## src/rtl/vga_frame_monitor.sv

```systemverilog
`default_nettype none
// ============================================================================
// vga_frame_monitor : measures per-frame active geometry and pixel checksum.
// Optional checksum logic: define VGA_FRAME_MONITOR_CHECKSUM_EN.   Rev 1.0
// ============================================================================
module vga_frame_monitor #(
    parameter int EXP_PIXELS = 256,
    parameter int EXP_LINES  = 240
) (
    input  logic        clk,
    input  logic        reset,
    input  logic        pix_en,
    input  logic        hsync,
    input  logic        vsync,
    input  logic [2:0]  rgb,
    output logic        frame_valid,
    output logic [15:0] frame_cnt,
    output logic [9:0]  line_cnt,
    output logic        frame_err,
    output logic [15:0] frame_sum,
    output logic        locked
);

    typedef enum logic [1:0] {
        HUNT   = 2'd0,
        FRAME  = 2'd1,
        REPORT = 2'd2
    } state_t;

    localparam logic [11:0] PIX_MAX  = 12'hFFF;
    localparam logic [9:0]  LINE_MAX = 10'h3FF;
    localparam logic [11:0] EXP_PIX  = 12'(EXP_PIXELS);
    localparam logic [9:0]  EXP_LIN  = 10'(EXP_LINES);

    state_t      state_q, state_d;
    logic        hs_q, vs_q;
    logic [11:0] pix_q, pix_d;
    logic [9:0]  lines_q, lines_d;
    logic        err_q, err_d;
    logic        fvalid_q, fvalid_d;
    logic [15:0] fcnt_q, fcnt_d;
    logic [9:0]  lcnt_q, lcnt_d;
    logic        ferr_q, ferr_d;
    logic        locked_q, locked_d;

    logic        w_hs_fall, w_vs_fall, w_vs_rise, w_pix_hit, w_line_close;

    assign w_hs_fall    = hs_q & ~hsync;
    assign w_vs_fall    = vs_q & ~vsync;
    assign w_vs_rise    = ~vs_q & vsync;
    assign w_pix_hit    = pix_en & hsync & vsync;
    // A falling vsync also closes a partial line, so the last line counts
    // even when hsync does not fall with it.
    assign w_line_close = (w_hs_fall | w_vs_fall) & (pix_q != 12'd0);

    always_comb begin
        state_d  = state_q;
        pix_d    = pix_q;
        lines_d  = lines_q;
        err_d    = err_q;
        fvalid_d = 1'b0;
        fcnt_d   = fcnt_q;
        lcnt_d   = lcnt_q;
        ferr_d   = ferr_q;
        locked_d = locked_q;
        case (state_q)
            HUNT: begin
                if (w_vs_rise) begin
                    state_d  = FRAME;
                    pix_d    = '0;
                    lines_d  = '0;
                    err_d    = 1'b0;
                    locked_d = 1'b1;
                end
            end
            FRAME: begin
                if (w_pix_hit && (pix_q != PIX_MAX)) begin
                    pix_d = pix_q + 12'd1;
                end
                if (w_line_close) begin
                    if (lines_q != LINE_MAX) begin
                        lines_d = lines_q + 10'd1;
                    end
                    if (pix_q != EXP_PIX) begin
                        err_d = 1'b1;
                    end
                    pix_d = '0;
                end
                if (w_vs_fall) begin
                    state_d = REPORT;
                end
            end
            REPORT: begin
                fvalid_d = 1'b1;
                fcnt_d   = fcnt_q + 16'd1;
                lcnt_d   = lines_q;
                ferr_d   = err_q | (lines_q != EXP_LIN);
                pix_d    = '0;
                lines_d  = '0;
                err_d    = 1'b0;
                state_d  = FRAME;
            end
            default: begin
                state_d = HUNT;
            end
        endcase
    end

    always_ff @(posedge clk) begin
        if (!reset) begin
            state_q  <= HUNT;
            hs_q     <= 1'b1;
            vs_q     <= 1'b1;
            pix_q    <= '0;
            lines_q  <= '0;
            err_q    <= 1'b0;
            fvalid_q <= 1'b0;
            fcnt_q   <= '0;
            lcnt_q   <= '0;
            ferr_q   <= 1'b0;
            locked_q <= 1'b0;
        end else begin
            state_q  <= state_d;
            hs_q     <= hsync;
            vs_q     <= vsync;
            pix_q    <= pix_d;
            lines_q  <= lines_d;
            err_q    <= err_d;
            fvalid_q <= fvalid_d;
            fcnt_q   <= fcnt_d;
            lcnt_q   <= lcnt_d;
            ferr_q   <= ferr_d;
            locked_q <= locked_d;
        end
    end

`ifdef VGA_FRAME_MONITOR_CHECKSUM_EN
    logic [15:0] sum_q, sum_d;
    logic [15:0] fsum_q, fsum_d;

    always_comb begin
        sum_d  = sum_q;
        fsum_d = fsum_q;
        case (state_q)
            HUNT: begin
                if (w_vs_rise) begin
                    sum_d = '0;
                end
            end
            FRAME: begin
                if (w_pix_hit) begin
                    sum_d = {sum_q[14:0], sum_q[15]} ^ {13'b0, rgb};
                end
            end
            REPORT: begin
                fsum_d = sum_q;
                sum_d  = '0;
            end
            default: begin
                sum_d = sum_q;
            end
        endcase
    end

    always_ff @(posedge clk) begin
        if (!reset) begin
            sum_q  <= '0;
            fsum_q <= '0;
        end else begin
            sum_q  <= sum_d;
            fsum_q <= fsum_d;
        end
    end

    assign frame_sum = fsum_q;
`else
    logic w_unused_rgb;
    assign w_unused_rgb = ^rgb;
    assign frame_sum    = '0;
`endif

    assign frame_valid = fvalid_q;
    assign frame_cnt   = fcnt_q;
    assign line_cnt    = lcnt_q;
    assign frame_err   = ferr_q;
    assign locked      = locked_q;

endmodule
`default_nettype wire
```

## config.mk

```make
export PLATFORM = sky130hd
export DESIGN_NAME = vga_frame_monitor
export DESIGN_NICKNAME = d
export VERILOG_FILES = /design/src/rtl/vga_frame_monitor.sv
export SDC_FILE = /design/constraint.sdc
export NUM_CORES = 1
export LEC_CHECK = 0
export ABC_AREA = 1
export BUFFER_PORTS_ARGS = -buffer_cell sky130_fd_sc_hd__buf_2
export CELL_PAD_IN_SITES_DETAIL_PLACEMENT = 2
export CELL_PAD_IN_SITES_GLOBAL_PLACEMENT = 2
export CORE_MARGIN = 10
export CORE_UTILIZATION = 34
export CTS_BUF_LIST = sky130_fd_sc_hd__clkbuf_4
export DETAILED_ROUTE_END_ITERATION = 8
export PLACE_DENSITY = 0.95
export RECOVER_POWER = 50
export SLEW_MARGIN = 10
export SYNTH_ARGS = -nofsm -noshare
export SYNTH_HDL_FRONTEND = slang
export SYNTH_SLANG_ARGS = --single-unit
```

## constraint.sdc

```tcl
create_clock -name clk -period 2.69 [get_ports clk]
set_input_delay 0.538 -clock clk [delete_from_list [all_inputs] [get_ports clk]]
set_output_delay 0.538 -clock clk [all_outputs]
set_load 0.005 [all_outputs]
```

# Word level (Yosys, flattened, before mapping)
# Cells that the tools add are included.
dict set report op_classes {
  div 0
  shifts 0
  mul 0
  n_mux 16
  reduce_logical 9
  n_bitwise 11
  magnitude_cmp 0
  n_eq_ne 12
  n_addsub 3
}
# operator n
set ops {}
lappend ops {{2-to-1 mux 12 bit} 3}
lappend ops {{one-hot mux 12 bit (3 select lines)} 1}
lappend ops {{2-to-1 mux 10 bit} 3}
lappend ops {{one-hot mux 10 bit (3 select lines)} 1}
lappend ops {{adder 16 x 1 -> 16 bit, second input constant} 1}
lappend ops {{adder 12 x 1 -> 12 bit, second input constant} 1}
lappend ops {{inequality test 12 bit, second input constant} 1}
lappend ops {{inequality test 12 x 9 -> 1 bit, second input constant} 1}
lappend ops {{nonzero test 12 bit} 1}
lappend ops {{adder 10 x 1 -> 10 bit, second input constant} 1}
lappend ops {{inequality test 10 bit, second input constant} 1}
lappend ops {{inequality test 10 x 8 -> 1 bit, second input constant} 1}
lappend ops {{inequality test 2 bit, second input constant} 5}
lappend ops {{AND reduction 4 bit} 2}
lappend ops {{bitwise AND 1 bit} 6}
lappend ops {{one-hot mux 2 bit (3 select lines)} 1}
lappend ops {{2-to-1 mux 1 bit} 4}
lappend ops {{2-to-1 mux 2 bit} 2}
lappend ops {{AND reduction 2 bit} 2}
lappend ops {{inequality test 3 bit, second input constant} 1}
lappend ops {{inverter 1 bit} 3}
lappend ops {{one-hot mux 1 bit (3 select lines)} 1}
lappend ops {{AND reduction 3 bit} 1}
lappend ops {{nonzero test 3 bit} 1}
lappend ops {{other kinds (5)} 6}
dict set report word_totals {
  latch_bits 0
  out_inout_bits 45
  input_bits 8
  memories 0
  romBits 0
  ff_bits 56
  word_cells 62
  mem_bits_rw 0
}

# Logic depth before layout (Yosys ltp)
dict set report depth {
  word_depth 6
  mapped_depth 11
  mapped_depth_nobuf 11
}

# Worst setup path after synthesis
# OpenSTA, ideal clock, no wires.
dict set report synth_timing {
  kind {in2reg}
  start {input vsync}
  end {register pix_q[7]}
  n_path_buf 2
  arrival_time_ns 1.356
  setup_time_ns 0.110
  path_stages 8
  slack_ns 1.224
  required_time_ns 2.580
  cell_sequence {inv_1 o21ai_1 and2_4 buf_4 buf_4 nand3_1 nand2_1 nor2_1}
}
dict set report synth_between {
  elab_chain_len 6
  word_cells_on_any_way 12
  cone_classes {2 x eq/ne; 2 x mux; 6 x bitwise; 2 x reduce/logical}
}
# element line
set synth_rtl {}
lappend synth_rtl {{start, declared} 14} ;# input logic vsync,
lappend synth_rtl {{inverter 1 bit} 49} ;# assign w_vs_fall = vs_q & ~vsync;
lappend synth_rtl {{bitwise AND 1 bit} 49}
lappend synth_rtl {{OR 1 bit} 54} ;# assign w_line_close = (w_hs_fall | w_vs_fall) & (pix_q != 12'd0);
lappend synth_rtl {{bitwise AND 1 bit} 54}
lappend synth_rtl {{inequality test 3 bit (no source line) / 2-to-1 mux 12 bit (equally long branches)} n/a}
lappend synth_rtl {{AND reduction 3 bit (no source line) / one-hot mux 12 bit (3 select lines) (equally long branches)} n/a}
lappend synth_rtl {{end signal, assigned} 126} ;# pix_q <= pix_d;
lappend synth_rtl {{end, declared} 37} ;# logic [11:0] pix_q, pix_d;
# Several ways; a longest one is shown, not always the timed one.
# A chain may end at the register's enable or synchronous reset.

# Final worst setup path
dict set report layout_timing {
  start {register state_q[1]}
  end {register pix_q[11]}
}
dict set report layout_between {
  elab_chain_len 3
  word_cells_on_any_way 8
  cone_classes {4 x eq/ne; 1 x mux; 3 x reduce/logical}
}
# element line
set layout_rtl {}
lappend layout_rtl {{start, declared} 35} ;# state_t state_q, state_d;
lappend layout_rtl {{start signal, assigned} 123} ;# state_q <= state_d;
lappend layout_rtl {{== test 2 x 1 -> 1 bit, or another cell as far along} 66} ;# case (state_q)
lappend layout_rtl {{inequality test 3 bit (no source line), or another cell as far along} n/a}
lappend layout_rtl {{AND reduction 3 bit (no source line)} n/a}
# Several ways; a longest one is shown, not always the timed one.

==> out/results.tsv <==
stage	metric	value	unit
run_status	outcome	finished with violations	
run_status	violations	max-capacitance violations, max-slew violations	
die	std_cell_rows	34	
critical_path	cp.arrival	2.52	ns
global_route	grtUsageMet1	18.22	%
cts	cts_hold_buf	0	
power_and_ir_drop	p_seq_share	50.9	%
synth	synth_mux_area_share	0	%
synth	synth-edff-count	0	
synth	avgSynthCellArea	6.588	sq um
global_route	grt_pass1_vias	3446	
critical_path	critPathCaptureType	register	
cells_and_area	layout_common_cells	118 x nand2_1, 60 x nor2_1, 56 x dfxtp_1, 54 x inv_1, 40 x nand3_1	
timing	max_freq	0.4539	GHz
synth	ys_seq_area_share	36.13	%
timing	setup_violations	0	
timing	finalMaxSlewViolations	37	
cts	cts_tree	yes	
power_and_ir_drop	switchingPower	0.6751	mW
placed_design	place_worst_setup_slack	0.6036	ns
placed_design	dp_hpwl	7.727	mm
placed_design	dp.cells	599	
routing	vias	3145	
timing	fin_crit_sh	81.90	%
power_and_ir_drop	p_int	1.129	mW
timing	tightest_slew	1.731	ns
flow_run	max_cap_viol_count	1	
cts	root_buffer	clkbuf_4	
cts	cts_setup_buffers	0	
routing	wirelength	10.50	mm
die	die_width	115.5	microns
critical_path	required	3.01	ns
cells_and_area	final_common_cell	nand2_1	
cts	post_cts_resized	0	
die	dieArea	0.01335	sq mm
routing	ant_nets	0	
critical_path	critical_path_class	register to register	
global_route	grtUsageMet3	2.739	%
die	fp.coreArea	0.008806	sq mm
routing	drt-pass1-iter-count	4	
cts	clkTransAtPathRegs	0.18	ns
synth	syn-cell-area	0.003103	sq mm
global_route	grt-busiest-layer	met2	
cells_and_area	layout-drive-gt1-share	7.615	%
die	io_pins	53	
synth	synthCells	471	
synth	synthXorXnorAreaFrac	0.5645	%
cells_and_area	diodes	0	
die	fp.dieH	115.5	microns
power_and_ir_drop	power	1.804	mW
cells_and_area	area_growth	5.605	%
synth	async_flop_share	0	%
power_and_ir_drop	vdd_drop_max	0.0002426	V
power_and_ir_drop	clkPwrFrac	23.0	%
power_and_ir_drop	sw_frac_of_total	37.43	%
synth	synth_cell_types	35	
synth	synthAdderAreaFrac	2.016	%
die	start_util	35.24	%
cells_and_area	nets	511	
cts	clkSinkCount	56	
timing	slew_headroom	-15.42	%
global_route	grt_use_met2	30.13	%
critical_path	start_kind	register	
synth	ys.flop_type	dfxtp_1	
global_route	grt_pass1_wl	17.36	mm
power_and_ir_drop	p_per_area	550.4	mW/mm^2
routing	vias_per_cell	5.181	
critical_path	r2r_slack	0.49	ns
timing	fin_crit	2.203	ns
routing	drt_iter0_drc	149	
global_route	grt-ovfl-total	0	
critical_path	worstPathMaxFanout	19	
timing	fin_setup_tns	0	ns
cts	clk_path_buf_depth	2	
global_route	antenna_found_initial	0	
hold_path	min_path_type	input pin to register	
power_and_ir_drop	comb_power_share	26.0	%
synth	synth_top_family_by_area	simple AND/OR/NAND/NOR gates	
cells_and_area	fin_cells	607	
cts	cts_buffers	5	
routing	wl_per_cell	17.29	microns
synth	yosys_warnings	0	
placed_design	io_buffers	33	
timing	hold_viol_final	0	
cts	htree_levels	2	
timing	setup_ws	0.4869	ns
placed_design	finalWeightedCongestion	0.7610	
synth	synth_seq_cells	56	
synth	synthSimpleGateAreaFrac	36.98	%
global_route	grt_max_degree	37	
cells_and_area	nFillCells	1120	
timing	rsz0062_at_grt	no	
timing	finClkSkew	0.02396	ns
global_route	grt_usage	16.09	%
routing	drc	0	
cts	clock_latency	0.41	ns
power_and_ir_drop	power_leakage	1.300	nW
synth	synth_compound_area_share	9.637	%
-- cell type report --
cell class	count	area, sq um	area share, %
multi-input cells	338	1575	48.07
flip-flops and latches	56	1121	34.21
inverters	61	230.2	7.026
repair buffers	36	153.9	4.696
well taps	108	135.1	4.124
clock buffers	6	45.04	1.375
clock inverters	2	16.27	0.4964
-- critical path, stage by stage, from the launching register on --
cell and delay [ns]:
dfxtp_1 0.38, inv_2 0.05, nand2_1 0.30, a21oi_1 0.39, nand2_2 0.13, nand2_4 0.22, nand2_4 0.19, nand2_1 0.22
nand2_1 0.09, nand2_1 0.07, nor2_1 0.06
-- Yosys cell counts (2+ instances only) --
master,n,area share [%]
xor2_1,2,0.56
inv_2,5,0.60
nand2_2,2,0.40
nand2_1,117,14
nand3_1,40,6.5
ha_1,5,2.0
nor2_2,6,1.2
inv_1,54,6.5
o21ai_1,3,0.48
nor2_1,58,7.0
nor3b_1,4,0.97
buf_6,3,1.1
nor3_1,12,1.9
buf_4,22,5.3
o21ai_0,16,2.6
a21oi_1,33,5.3
clkbuf_1,6,0.73
nand2_4,2,0.73
dfxtp_1,56,36
nand4_1,9,1.8
nor2_4,2,0.73
-- power by group through the flow --
| stage | clock network (mW) | logic [mW] | registers (mW) |
|---|---|---|---|
| finish | 0.415 | 0.470 | 0.919 |
| global route | 0.469 | 0.535 | 0.928 |
| CTS | 0.432 | 0.481 | 0.920 |
| detailed placement | 0 | 0.470 | 0.937 |
| global placement | 0 | 0.433 | 0.932 |
| floorplan | 0 | 0.375 | 0.929 |
-- metal layers --
layer	part of all wire (%)	routed length (microns)	vias to the layer above
li1	-	-	1503
met1	42	4436	1575
met2	52	5504	55
met3	3.9	414	12
met4	1.4	142	0
met5	0	0	-
-- per-stage QoR --
stage / util, % / area [sq um] / hold WS (ns)
after CTS: 37.72 / 3322 / 0.3336
final: 37.21 / 3277 / 0.3441
after floorplan: - / 3159 / 0.4315
after global placement: 37.03 / 3261 / 0.4557
after global routing: 37.21 / 3277 / 0.3413
after detailed placement: 37.03 / 3261 / 0.4694
-- final timing paths --
check | start | endpoint | depth (start not counted)
setup reg to reg | state_q[1]$_SDFFE_PN0P_ | pix_q[11]$_SDFFE_PN0P_ | 10
hold / removal | hsync | hs_q$_SDFF_PN1_ | 3
setup / recovery | state_q[1]$_SDFFE_PN0P_ | pix_q[11]$_SDFFE_PN0P_ | 10
hold reg to reg | frame_cnt[10]$_SDFFE_PN0P_ | frame_cnt[10]$_SDFFE_PN0P_ | 2
-- registers in the layout, indices dropped and copies added (netlist names) --
register     flops
line_cnt        10
state_q          2
hs_q             1
frame_cnt       16
pix_q           12
err_q            1
frame_err        1
frame_valid      1
lines_q         10
vs_q             1
locked           1
-- logic make-up after synthesis --
group	count (synthesis)
compound gates	57
xor+xnor	2
fa+ha+maj	5
buf+inv	92
flops	56
other cells	1
simple gates	258
Power figures use the tool's default switching activity.
